--- src/rtl/piso_ser8_if.sv ---
// Load/serial bus of the 8-bit parallel-in serial-out block.
// Ports (signals):
//   d          [7:0] parallel word from upstream
//   load_valid       upstream requests capture of d
//   load_ready       serializer can accept d this cycle
//   sout             serial data bit
//   sout_valid       sout carries a frame bit
//   frame_done       pulse with the last bit of a frame
// master = upstream word source, slave = serializer.
interface piso_ser8_if;
  logic [7:0] d;
  logic       load_valid;
  logic       load_ready;
  logic       sout;
  logic       sout_valid;
  logic       frame_done;

  modport master (
    output d, load_valid,
    input  load_ready, sout, sout_valid, frame_done
  );

  modport slave (
    input  d, load_valid,
    output load_ready, sout, sout_valid, frame_done
  );
endinterface

--- src/rtl/piso_ser8.sv ---
// 8-bit parallel-in serial-out shifter with optional even-parity bit.
// Ports:
//   clk  rising-edge clock
//   rst  asynchronous active-high reset
//   bus  piso_ser8_if.slave: d/load_valid in, load_ready/sout/sout_valid/frame_done out
// sout, sout_valid and frame_done are registered; load_ready is decoded
// from state so a new word can be taken in the last-bit cycle.
module piso_ser8 #(
  parameter bit MSB_FIRST = 1'b1,
  parameter bit PARITY_EN = 1'b0
) (
  input logic       clk,
  input logic       rst,
  piso_ser8_if.slave bus
);

  localparam int unsigned DATA_W = 8;
  localparam int unsigned CNT_W  = 3;
  localparam logic [CNT_W-1:0] LAST_IDX = CNT_W'(DATA_W - 1);

  typedef enum logic [1:0] {
    IDLE  = 2'd0,
    SHIFT = 2'd1,
    PAR   = 2'd2
  } state_t;

  state_t              state, state_n;
  logic [CNT_W-1:0]    cnt, cnt_n;
  logic [DATA_W-1:0]   shreg, shreg_n;
  logic                par, par_n;
  logic                sout_q, sout_n;
  logic                valid_q, valid_n;
  logic                done_q, done_n;
  logic                last_bit;
  logic                accept;

  // Cycle currently presenting the final bit of a frame.
  assign last_bit = ((state == SHIFT) && (cnt == LAST_IDX) && !PARITY_EN) ||
                    (state == PAR);

  assign bus.load_ready = !rst && ((state == IDLE) || last_bit);
  assign accept         = bus.load_valid && bus.load_ready;

  assign bus.sout       = sout_q;
  assign bus.sout_valid = valid_q;
  assign bus.frame_done = done_q;

  // State and output registers.
  always_ff @(posedge clk or posedge rst) begin
    if (rst) begin
      state   <= IDLE;
      cnt     <= '0;
      shreg   <= '0;
      par     <= 1'b0;
      sout_q  <= 1'b0;
      valid_q <= 1'b0;
      done_q  <= 1'b0;
    end else begin
      state   <= state_n;
      cnt     <= cnt_n;
      shreg   <= shreg_n;
      par     <= par_n;
      sout_q  <= sout_n;
      valid_q <= valid_n;
      done_q  <= done_n;
    end
  end

  // Next-state and next-output logic. The first bit of a word is pulled
  // straight from d at the accepting edge so it appears one cycle later;
  // shreg then holds the remaining bits with the next one at the exit end.
  always_comb begin
    state_n = state;
    cnt_n   = cnt;
    shreg_n = shreg;
    par_n   = par;
    sout_n  = 1'b0;
    valid_n = 1'b0;
    done_n  = 1'b0;

    unique case (state)
      SHIFT: begin
        if (cnt != LAST_IDX) begin
          cnt_n   = CNT_W'(cnt + CNT_W'(1));
          valid_n = 1'b1;
          done_n  = (cnt == CNT_W'(DATA_W - 2)) && !PARITY_EN;
          if (MSB_FIRST) begin
            sout_n  = shreg[DATA_W-1];
            shreg_n = {shreg[DATA_W-2:0], 1'b0};
          end else begin
            sout_n  = shreg[0];
            shreg_n = {1'b0, shreg[DATA_W-1:1]};
          end
        end else if (PARITY_EN) begin
          state_n = PAR;
          sout_n  = par;
          valid_n = 1'b1;
          done_n  = 1'b1;
        end else begin
          state_n = IDLE;
          cnt_n   = '0;
        end
      end
      PAR: begin
        state_n = IDLE;
        cnt_n   = '0;
      end
      default: begin
        state_n = IDLE;
        cnt_n   = '0;
      end
    endcase

    // A new word overrides the return to IDLE (from IDLE or the last bit).
    if (accept) begin
      state_n = SHIFT;
      cnt_n   = '0;
      par_n   = ^bus.d;
      valid_n = 1'b1;
      done_n  = 1'b0;
      if (MSB_FIRST) begin
        sout_n  = bus.d[DATA_W-1];
        shreg_n = {bus.d[DATA_W-2:0], 1'b0};
      end else begin
        sout_n  = bus.d[0];
        shreg_n = {1'b0, bus.d[DATA_W-1:1]};
      end
    end
  end

endmodule

--- src/flat_wrapper.sv ---
// flat-port wrapper written by rule: the top's interface ports become plain ports
module piso_ser8_flat 
#(
  parameter bit MSB_FIRST = 1'b1,
  parameter bit PARITY_EN = 1'b0
)
  (clk, rst, bus_d, bus_load_valid, bus_load_ready, bus_sout, bus_sout_valid, bus_frame_done);
  piso_ser8_if bus_i ();
  input logic clk;
  input logic rst;
  input wire logic [$bits(bus_i.d)-1:0] bus_d;
  input wire logic [$bits(bus_i.load_valid)-1:0] bus_load_valid;
  output wire logic [$bits(bus_i.load_ready)-1:0] bus_load_ready;
  output wire logic [$bits(bus_i.sout)-1:0] bus_sout;
  output wire logic [$bits(bus_i.sout_valid)-1:0] bus_sout_valid;
  output wire logic [$bits(bus_i.frame_done)-1:0] bus_frame_done;
  assign bus_i.d = bus_d;
  assign bus_i.load_valid = bus_load_valid;
  assign bus_load_ready = bus_i.load_ready;
  assign bus_sout = bus_i.sout;
  assign bus_sout_valid = bus_i.sout_valid;
  assign bus_frame_done = bus_i.frame_done;
  piso_ser8 #(.MSB_FIRST(MSB_FIRST), .PARITY_EN(PARITY_EN)) u_core (.clk(clk), .rst(rst), .bus(bus_i));
endmodule
--- config.mk ---
export PLATFORM = sky130hd
export DESIGN_NAME = piso_ser8_flat
export DESIGN_NICKNAME = d
export VERILOG_FILES = /design/src/rtl/piso_ser8_if.sv /design/src/rtl/piso_ser8.sv /design/src/flat_wrapper.sv
export SDC_FILE = /design/constraint.sdc
export NUM_CORES = 1
export LEC_CHECK = 0
export CORE_MARGIN = 3
export CORE_UTILIZATION = 47
export CTS_CLUSTER_SIZE = 40
export DETAILED_ROUTE_END_ITERATION = 10
export PLACE_DENSITY_LB_ADDON = 0.3
export SLEW_MARGIN = 5
export SYNTH_ARGS = -nofsm -noshare
export SYNTH_HDL_FRONTEND = slang
export SYNTH_SLANG_ARGS = --single-unit
--- constraint.sdc ---
create_clock -name clk -period 3.8 [get_ports clk]
set_clock_uncertainty 0.1 [all_clocks]
set_input_delay 0.95 -clock clk [delete_from_list [all_inputs] [get_ports clk]]
set_output_delay 0.95 -clock clk [all_outputs]
set_load 0.05 [all_outputs]
==> out/metrics.json <==
{
  "critPathCaptureType": {"value": "output pin"},
  "place.port_buffers": {"value": 14},
  "net_switching_power": {"value": 0.0002264, "unit": "W"},
  "final.period_utilization": {"value": 87.81, "unit": "%"},
  "synth.net_count": {"value": 63},
  "hold_path_class": {"value": "flip-flop to flip-flop"},
  "die_x": {"value": 42.23, "unit": "µm"},
  "path_clk_slew": {"value": 0.09, "unit": "ns"},
  "netlist_top_cells_area": {"value": "dfrtp_1 57%, a221o_1 9.7%, and2_1 6.1%"},
  "pwr_density_cell": {"value": 753.1, "unit": "nW/µm²"},
  "vias": {"value": 417},
  "antenna_found_initial": {"value": 0},
  "syn_inst": {"value": 49},
  "drc": {"value": 0},
  "cell_occurring_most_often_along_the_worst_timing_path": {"value": "clkdlybuf4s50_1"},
  "detail_route.vias_per_cell": {"value": 5.213},
  "power_report.internal_total": {"value": 0.0003776, "unit": "W"},
  "final-setup-viol-count": {"value": 0},
  "worst_path_max_delay_cell": {"value": "clkdlybuf4s50_1"},
  "cts_buffers": {"value": 3},
  "netlist.area_leader.share": {"value": 56.80, "unit": "%"},
  "share_clk_of_total_power": {"value": 17.6, "unit": "%"},
  "globalplace.congestion": {"value": 0.6774},
  "netlist-cell-type-count": {"value": 16},
  "synthToLayoutAreaGrowth": {"value": 30.02, "unit": "%"},
  "syn-cell-area": {"value": 616.8, "unit": "µm²"},
  "grt_pass1_vias": {"value": 440},
  "holdBufCountCts": {"value": 0},
  "path_class": {"value": "primary input to output pin"},
  "wl_per_cell": {"value": 14.08, "unit": "µm"},
  "stdcell_count": {"value": 80},
  "net_total_in_the_final_layout": {"value": 81},
  "finalWorstSetupSlack": {"value": 0.4630, "unit": "ns"},
  "tightest_slew": {"value": 0.6125, "unit": "ns"},
  "worstPathCellList": {"value": "clkdlybuf4s50_1, nor2_1, clkdlybuf4s50_1"},
  "dp_cells": {"value": 76},
  "share_of_synthesized_area_occupied_by_flip_flops_and_latches": {"value": 56.80, "unit": "%"},
  "timing.critical_path.slowest_cell_delay": {"value": 0.81, "unit": "ns"},
  "final_period_minus_worst_setup_slack": {"value": 3.337, "unit": "ns"},
  "post_cts_resized": {"value": 0},
  "cts_root_buffer": {"value": "clkbuf_4"},
  "vdd_drop_max": {"value": 0.0003680, "unit": "V"},
  "cp_required": {"value": 2.75, "unit": "ns"},
  "detailed_place.area": {"value": 765.7, "unit": "µm²"},
  "syn_avg_cell_area": {"value": 12.59, "unit": "µm²"},
  "stdcell_area": {"value": 802.0, "unit": "µm²"},
  "crit_path_max_fanout": {"value": 2},
  "postSynthRegisterBits": {"value": 14},
  "clock_insertion_delay_worst_skew": {"value": 0.28, "unit": "ns"},
  "fin_setup_tns": {"value": 0, "unit": "ns"},
  "max_slew_margin": {"value": 59.12, "unit": "%"},
  "timing_max_transition_violations_final": {"value": 0},
  "grt_setup_unrepaired": {"value": "false"},
  "outcome": {"value": "complete, no violations"},
  "share_comb_of_total_power": {"value": 43.7, "unit": "%"},
  "pleak": {"value": 0.3805, "unit": "nW"},
  "dieArea": {"value": 1783, "unit": "µm²"},
  "ios": {"value": 15},
  "tritoncts": {"value": "yes"},
  "maxClockFrequency": {"value": 299.7, "unit": "MHz"},
  "drt.antenna.violating_nets": {"value": 0},
  "yosys_warnings": {"value": 0},
  "coreArea": {"value": 1171, "unit": "µm²"},
  "largest_net_degree_at_the_start_of_global_routing": {"value": 17},
  "globalRoute.totalOverflow": {"value": 0},
  "timing.final.hold_violations": {"value": 0},
  "cts.repair_timing.setup_buffer_count": {"value": 0},
  "clock_tree.htree_level_count": {"value": 1},
  "drt-pass1-iter-count": {"value": 2},
  "start_util": {"value": 52.67, "unit": "%"},
  "final_layout_size_suffix_gt1_share": {"value": 13.64, "unit": "%"},
  "r2r_slack": {"value": 2.00, "unit": "ns"},
  "detailedRoute.firstIterationViolations": {"value": 6},
  "dpl_worst_slack": {"value": 0.4481, "unit": "ns"},
  "wl": {"value": 1.126, "unit": "mm"},
  "crit_path_start_kind": {"value": "primary input"},
  "tritoncts_sinks": {"value": 14},
  "power.switching_fraction": {"value": 37.48, "unit": "%"},
  "grt_use_total": {"value": 14.88, "unit": "%"},
  "clock_path_buffers": {"value": 2},
  "antennaDiodeCount": {"value": 0},
  "netlist.top_cell.by_area": {"value": "dfrtp_1"},
  "core.rowCount": {"value": 12},
  "grt_pass1_wl": {"value": 1.980, "unit": "mm"},
  "pwr-share-seq": {"value": 38.8, "unit": "%"},
  "cp.arrival": {"value": 2.29, "unit": "ns"},
  "die_h": {"value": 42.23, "unit": "µm"},
  "finalHoldWorstSlack": {"value": 0.3678, "unit": "ns"},
  "timing.max_cap.violations": {"value": 0}
}
## synthesized netlist by cell type
master    count
mux2i_1       1
and2_1        6
and3_1        1
buf_6         1
nor2_1        4
inv_1         5
a22o_2        1
and3_4        1
a21oi_4       1
nand2b_4      1
buf_2         1
nand2_1       2
nor2b_1       1
dfrtp_1      14
ha_1          3
a221o_1       6
## placed cells by master (no fill, tap or decap), drive strengths merged
cell	netlist	routed
mux2i	1	1
ha	3	3
buf	2	1
nor2b	1	1
dfrtp	14	14
and3	2	2
a221o	6	6
nand2	2	2
clkbuf	0	4
a21oi	1	1
a22o	1	1
clkdlybuf4s50	0	14
and2	6	6
nor2	4	4
nand2b	1	1
inv	5	5
## power by group through the flow
stage | registers (W) | logic, W | clock network, W
after CTS | 0.000234 | 0.000267 | 0.000107
after floorplan | 0.000268 | 0.000153 | 0
after detailed placement | 0.000237 | 0.000264 | 0
after global placement | 0.000235 | 0.000254 | 0
final | 0.000234 | 0.000264 | 0.000106
after global routing | 0.000240 | 0.000295 | 0.000114
## cell families (layout without fill, tap and decap cells)
kind of cell / Yosys count / count (layout) / share of synthesized area [%]
multiplexers: 1 / 1 / 1.623
flip-flops: 14 / 14 / 56.80
adder cells (fa/ha/maj): 3 / 3 / 6.086
AO/OA/AOI/OAI: 8 / 8 / 14.00
AND/OR/NAND/NOR: 16 / 16 / 15.82
buffers and inverters: 7 / 24 / 5.679
## cell type report
| type | instances | area (µm²) |
|---|---|---|
| fillers | 90 | 369.1 |
| flip-flops and latches | 14 | 350.3 |
| multi-input cells | 28 | 231.5 |
| repair buffers | 15 | 147.6 |
| clock buffers | 4 | 36.28 |
| inverters | 5 | 18.77 |
| well taps | 14 | 17.52 |
## through the flow
stage	power, W	util, %
5_1_grt	0.0006491	68.48
4_1_cts	0.0006079	68.48
2_1_floorplan	0.0004204	-
3_3_place_gp	0.0004883	65.38
3_5_place_dp	0.0005008	65.38
6_report	0.0006040	68.48
## critical path, delay by kind of cell
family	cells	cell delay (ns)
buf+inv	2	1.23
simple gates	1	0.11
## state kept, by name, summed over array words and instances (netlist names)
| name | flops |
|---|---|
| u_core.shreg | 7 |
| u_core.cnt | 3 |
| u_core.bus.frame_done | 1 |
| u_core.bus.sout | 1 |
| u_core.bus.sout_valid | 1 |
| u_core.state | 1 |
## path summary, 6_finish.rpt
check / end / cells past startpoint / startpoint
hold reg to reg: u_core.cnt[0] / 1 / u_core.cnt[0]
setup reg to reg: u_core.shreg[4] / 6 / u_core.cnt[0]
hold / removal: u_core.cnt[0] / 1 / u_core.cnt[0]
max in group asynchronous: u_core.shreg[2] / 2 / rst
setup / recovery: bus_load_ready / 3 / rst
min in group asynchronous: u_core.shreg[7] / 2 / rst
## per-layer routing
metal / global-route usage (%) / share of wire [%] / wire, µm / vias up
li1: - / - / - / 201
met1: 17.89 / 46 / 513 / 199
met2: 24.62 / 48 / 542 / 13
met3: 4.721 / 5.1 / 57 / 4
met4: 5.590 / 1.2 / 13 / 0
met5: 0 / 0 / 0 / -
Note: power is estimated with default switching activity, not from simulation.
